## src/rtl/bcd2bin.sv

```systemverilog
// Multi-cycle BCD-to-binary converter using reverse double-dabble.
// One shift-and-correct iteration per clock, with a start/busy/done handshake.
module bcd2bin #(
  parameter int DIGITS    = 2,
  parameter int BIN_WIDTH = 7
) (
  input  logic                  clock,
  input  logic                  reset,
  input  logic                  start,
  input  logic [4*DIGITS-1:0]   bcd_in,
  output logic [BIN_WIDTH-1:0]  binary,
  output logic                  busy,
  output logic                  done,
  output logic                  error
);

  localparam int BCD_W  = 4 * DIGITS;
  localparam int WORK_W = BCD_W + BIN_WIDTH;
  localparam int CNT_W  = $clog2(BIN_WIDTH + 1);

  typedef enum logic {
    IDLE,
    CONVERT
  } state_t;

  state_t               state_q, state_d;
  logic [WORK_W-1:0]    work_q, work_d, work_step;
  logic [CNT_W-1:0]     count_q, count_d;
  logic                 invalid_q, invalid_d;
  logic [BIN_WIDTH-1:0] binary_d;
  logic                 busy_d, done_d, error_d;

  // True when any BCD nibble holds a non-decimal code (A..F).
  function automatic logic any_invalid(input logic [BCD_W-1:0] bcd);
    logic bad;
    bad = 1'b0;
    for (int d = 0; d < DIGITS; d++) begin
      if (bcd[4*d +: 4] > 4'd9) bad = 1'b1;
    end
    return bad;
  endfunction

  // One reverse double-dabble iteration: shift right, then pull every BCD
  // nibble that landed at 8 or above back into range by subtracting 3.
  function automatic logic [WORK_W-1:0] dabble_step(input logic [WORK_W-1:0] w);
    logic [WORK_W-1:0] s;
    logic [3:0]        nib;
    s = w >> 1;
    for (int d = 0; d < DIGITS; d++) begin
      nib = s[BIN_WIDTH + 4*d +: 4];
      if (nib >= 4'd8) s[BIN_WIDTH + 4*d +: 4] = nib - 4'd3;
    end
    return s;
  endfunction

  assign work_step = dabble_step(work_q);

  always_comb begin
    // NOTE: every target gets a default first, so no path leaves a value
    // unassigned and no latch is inferred.
    state_d   = state_q;
    work_d    = work_q;
    count_d   = count_q;
    invalid_d = invalid_q;
    binary_d  = binary;
    busy_d    = busy;
    done_d    = 1'b0;
    error_d   = error;

    case (state_q)
      IDLE: begin
        if (start) begin
          work_d    = {bcd_in, {BIN_WIDTH{1'b0}}};
          invalid_d = any_invalid(bcd_in);
          count_d   = CNT_W'(BIN_WIDTH);
          busy_d    = 1'b1;
          state_d   = CONVERT;
        end
      end

      CONVERT: begin
        work_d  = work_step;
        count_d = count_q - CNT_W'(1);
        if (count_q == CNT_W'(1)) begin
          binary_d = invalid_q ? '0 : work_step[BIN_WIDTH-1:0];
          error_d  = invalid_q;
          done_d   = 1'b1;
          busy_d   = 1'b0;
          state_d  = IDLE;
        end
      end

      default: state_d = IDLE;
    endcase
  end

  // NOTE: sequential state uses non-blocking assignments so every register
  // samples the pre-edge values, independent of statement order.
  always_ff @(posedge clock) begin
    if (reset) begin
      state_q   <= IDLE;
      work_q    <= '0;
      count_q   <= '0;
      invalid_q <= 1'b0;
      binary    <= '0;
      busy      <= 1'b0;
      done      <= 1'b0;
      error     <= 1'b0;
    end else begin
      state_q   <= state_d;
      work_q    <= work_d;
      count_q   <= count_d;
      invalid_q <= invalid_d;
      binary    <= binary_d;
      busy      <= busy_d;
      done      <= done_d;
      error     <= error_d;
    end
  end

endmodule

```

## config.mk

```make
export PLATFORM = sky130hd
export DESIGN_NAME = bcd2bin
export DESIGN_NICKNAME = d
export VERILOG_FILES = /design/src/rtl/bcd2bin.sv
export SDC_FILE = /design/constraint.sdc
export NUM_CORES = 1
export LEC_CHECK = 0
export ABC_AREA = 1
export CAP_MARGIN = 25
export CORE_MARGIN = 3
export CORE_UTILIZATION = 54
export CTS_BUF_LIST = sky130_fd_sc_hd__clkbuf_2
export CTS_CLUSTER_DIAMETER = 30
export DETAILED_ROUTE_END_ITERATION = 10
export PLACE_DENSITY = 0.81
export SLEW_MARGIN = 15
export SYNTH_ARGS = -nofsm -noshare
export SYNTH_HDL_FRONTEND = slang
export SYNTH_SLANG_ARGS = --single-unit
```

## constraint.sdc

```tcl
create_clock -name clock -period 1.25 [get_ports clock]
set_input_delay 0.25 -clock clock [delete_from_list [all_inputs] [get_ports clock]]
set_output_delay 0.25 -clock clock [all_outputs]
set_load 0.005 [all_outputs]
```

=== Word-level counts from Yosys, hierarchy flattened ===
Index checks and enable logic that the tools add are counted.

* Bitwise logic cells: 1
* Order comparisons: 4
* Eq/ne operators: 3
* Mux-type cells: 16
* $add $sub $neg: 3
* Reductions and logical operators: 4

{| class="wikitable"
|+ Operators by type and width
! kind !! count
|-
| $pmux W15 S2 || 1
|-
| $mux W15 || 1
|-
| $gt A4 B4 Y1 const B || 2
|-
| $mux W4 || 2
|-
| $mux W1 || 7
|-
| $mux W7 || 1
|-
| $pmux W3 S2 || 1
|-
| $reduce_and A2 Y1 || 3
|-
| $ge A3 B4 Y1 const B || 1
|-
| $ge A4 B4 Y1 const B || 1
|-
| $pmux W1 S2 || 2
|-
| $sub A3 B2 Y4 const B || 1
|-
| $sub A4 B2 Y4 const B || 1
|-
| $eq A3 B1 Y1 const B || 1
|-
| $mux W3 || 1
|-
| $sub A3 B1 Y3 const B || 1
|-
| $ne A2 B1 Y1 const B || 1
|-
| $ne A2 B2 Y1 const B || 1
|-
| $reduce_or A2 Y1 || 1
|-
| $not A1 Y1 || 1
|}

* Input bits: 11
* Logic and storage cells: 39
* Output and inout port bits: 10
* Register bits after elaboration: 30

=== Longest topological paths before layout ===
* Depth after elaboration: 3
* Mapped depth: 7
* Depth with buffers taken out: 6

=== Least setup slack after synthesis ===
Ideal clock, no wire load.

* Path kind: reg2reg
* Start: register count_q[1]
* End: register error
* Required time: 1131 ps
* Path buffers: 1
* Clock period less this slack: 1087 ps
* Cell stages (with the launch flop): 8
* Data arrival time: 969 ps
* Path slack: 163 ps
* Library setup time: 119 ps
* Path through: dfxtp_1 inv_1 ha_1 nand3_4 buf_6 inv_2 nor2_1 nor3_2

* Word-level cells in the longest chain between the ends: 2

{| class="wikitable"
|+ Ends and longest elaborated chain
! element !! line !! RTL
|-
| from (decl) || 28 || <nowiki>logic [CNT_W-1:0] count_q, count_d;</nowiki>
|-
| from (signal assigned) || 112 || <nowiki>count_q <= count_d;</nowiki>
|-
| $eq A3 B1 Y1 || 84 || <nowiki>if (count_q == CNT_W'(1)) begin</nowiki>
|-
| $reduce_and A2 Y1 (no source line) || - ||
|-
| to (signal assigned) || 117 || <nowiki>error <= error_d;</nowiki>
|-
| to (decl) || 14 || <nowiki>output logic error</nowiki>
|}

No other way between the ends.
A chain may end at the register's enable or synchronous reset.

=== Worst setup path in the final report ===
* Start: register binary[4]
* End: output binary[4]

{| class="wikitable"
|+ RTL lines
! element !! line !! RTL
|-
| from (decl) || 11 || <nowiki>output logic [BIN_WIDTH-1:0] binary,</nowiki>
|-
| from (signal assigned) || 114 || <nowiki>binary <= binary_d;</nowiki>
|}

No word-level cell between the ends.

==> out/results.ini <==
[run_status]
status = complete, no violations

[pwr]
powerDensity_mw_per_mm2 = 1070
vdd_drop_max_mv = 1.22
p_leak_nw = 0.704
finalPower_w = 0.00175

[timing]
worst_slew_pin_slew_ns = 0.285
maxClockFrequency_ghz = 0.831
slew_viol_final = 0
whs_ns = 0.466
setup_viol = 0
fin_crit_ns = 1.20
hold_viol_final = 0
skew_ns = 0.00843
final.period_utilization_pct = 96.2
slew_headroom_pct = 81.0

[global_routing]
grt_max_degree = 20
grt_pass1_wl_mm = 4.17
grt_pass1_vias = 1002
grtUsageTotal_pct = 20.2
grt_overflow = 0
antenna_found_initial = 0

[logic_synthesis]
synthFlopType = dfxtp_1
synth.distinct_cells = 24
synth_commonest_cells = nand2_1 (50), dfxtp_1 (29), inv_1 (19)
seq_area_frac_synth_pct = 45.0
yosys.area.top_type = dfxtp_1
synth_fp_nets = 181
syn_avg_cell_area_um2 = 7.76
syn-instance-count = 166
synth_top_area_share_pct = 45.0
ys_ff_latch = 29
ys_warn_count = 0
syn_area_mm2 = 0.00129
synthTopCellsByArea = dfxtp_1 (45%), nand2_1 (15%), a21oi_1 (6.2%)
synth-async-reset-ratio_pct = 0
synth_edf_count = 0
synth.most_common_cell = nand2_1

[routing]
drt-pass1-iter-count = 4
route.detailed.drc = 0
routed_wl_mm = 2.69
wl_per_cell_um = 12.0
antenna_left = 0
viasPerCell = 5.10
vias = 1142
drtIter0Drc = 20

[cells_and_area]
fin_area_mm2 = 0.00163
drive_gt1_share_pct = 21.9
fillCellCount = 183
final_util_pct = 73.1
num_antenna_cells = 0
fin_nets = 210
area_delta_synth_final_pct = 26.6

[setup_path]
crit_family = flip-flops
max_stage_delay_ns = 0.35
worstSetupPathType = register to output port
path_buf_inv = 1
worst_setup_path_start_kind = register
worstPathArrival_ns = 0.95
crit_required_ns = 1.00
r2r_setup_slack_ns = 0.06
crit_fanout = 2
reg2reg_to = binary[4]$_SDFFE_PP0P_
crit_chain = dlygate4sd2_1
critical_path.slowest_cell = dfxtp_2
regToRegStartpoint = count_q[1]$_SDFFE_PP0P_
worstSetupEndpointType = output port
ff2ff_path_depth = 6

[die]
die_w_um = 54.9
initial_core_util_pct = 57.7
rows = 17
die_h_um = 54.9
pin_count = 21
die_area_mm2 = 0.00301
core_area_mm2 = 0.00223

[run]
maxCapViolCount = 0

[clock_network]
holdBufCountCts = 0
cts_made_buffers = 5
htreeDepth = 2
clockRootBuffer = clkbuf_2
cts.sinks = 29
clock_latency_ns = 0.36
cts_tree = done
clock_path_buffers = 2
clk_pin_slew_worst_paths_ns = 0.15

[placement]
placement.cell_area_mm2 = 0.00155
io_buffers = 20
dpl.hpwl_mm = 1.92
place.gp.congestion = 0.793

[hold_path]
min_path_type = register to register
min_to = binary[0]$_SDFFE_PP0P_
min_path_cells = 2
min-delay-start = work_q[1]$_SDFFE_PP0P_

## power breakdown
group	internal, W	switching [W]	total (W)
Sequential	0.000966	0.0000335	0.000999
Clock	0.000140	0.000325	0.000465
Combinational	0.000130	0.000151	0.000281
Total	0.00124	0.000510	0.00175
## placed cells by master (no fill, tap or decap), drive strengths merged, types with 2 or more instances in the layout
master	instances
o22ai	2
o21ai	7
dlygate4sd2	3
clkdlybuf4s15	7
nor3	2
buf	9
nand3	12
clkdlybuf4s50	10
clkinv	2
nand2	53
dfxtp	29
nor2	7
clkbuf	6
inv	22
a21oi	16
o211ai	2
ha	4
a31oi	2
## timing repair
| item | in CTS | in global routing |
|---|---|---|
| pin swaps | 0 | 2 |
| setup endpoints to repair | 10 | 14 |
| gates resized for setup | 19 | 12 |
| buffers inserted | 1 | 2 |
## final cells by class
cell class,instances,area (µm²),share of cell area (%)
repair buffers,29,302,18.5
clock buffers,6,30.0,1.84
multi-input cells,108,579,35.5
inverters,22,82.6,5.06
flip-flops and latches,29,593,36.3
clock inverters,2,10.0,0.613
well taps,28,35.0,2.15
## kinds of logic (layout without fill, tap and decap cells)
family	count (synthesis)	after routing	share of synthesized area, %
and+or+nand+nor	75	75	27.9
AOI/OAI and AO/OA	29	29	12.4
adders and majority gates	4	4	3.88
buffers and inverters	29	59	10.8
DFF	29	29	45.0
## layer usage
layer  up-vias  track usage (%)  part of all wire, %
li1        585                -                    -
met3         5             8.17                  6.0
met2        24             33.3                   50
met5         -                0                    0
met1       528             22.8                   42
met4         0             8.71                  1.6
## worst max path at each step
stage / from / endpoint / slack (ns) / depth (start not counted)
CTS: binary[5]$_SDFFE_PP0P_ / binary[5] / 0.01 / 1
floorplan: count_q[1]$_SDFFE_PP0P_ / error$_SDFFE_PP0P_ / 0.16 / 7
global route: count_q[1]$_SDFFE_PP0P_ / binary[4]$_SDFFE_PP0P_ / -0.009 / 6
finish: binary[4]$_SDFFE_PP0P_ / binary[4] / 0.05 / 1
global placement: start / work_q[10]$_SDFFE_PP0P_ / -0.16 / 7
detailed placement: start / invalid_q$_SDFFE_PP0P_ / -0.20 / 7
## registers in the layout, summed over array words and instances (netlist names)
register and flops:
invalid_q 1, binary 7, work_q 14, busy 1, count_q 3, state_q 1
error 1, done 1
## per-stage QoR
| step | TNS [ns] | worst slack, ns | std cells |
|---|---|---|---|
| 5_1_grt | -0.0157 | -0.00932 | 224 |
| 4_1_cts | 0 | 0.0137 | 222 |
| 6_report | 0 | 0.0469 | 224 |
| 3_3_place_gp | -1.36 | -0.163 | 213 |
| 3_5_place_dp | -2.14 | -0.196 | 213 |
| 2_1_floorplan | 0 | 0.163 | 166 |
(Power assumes the default switching activity.)
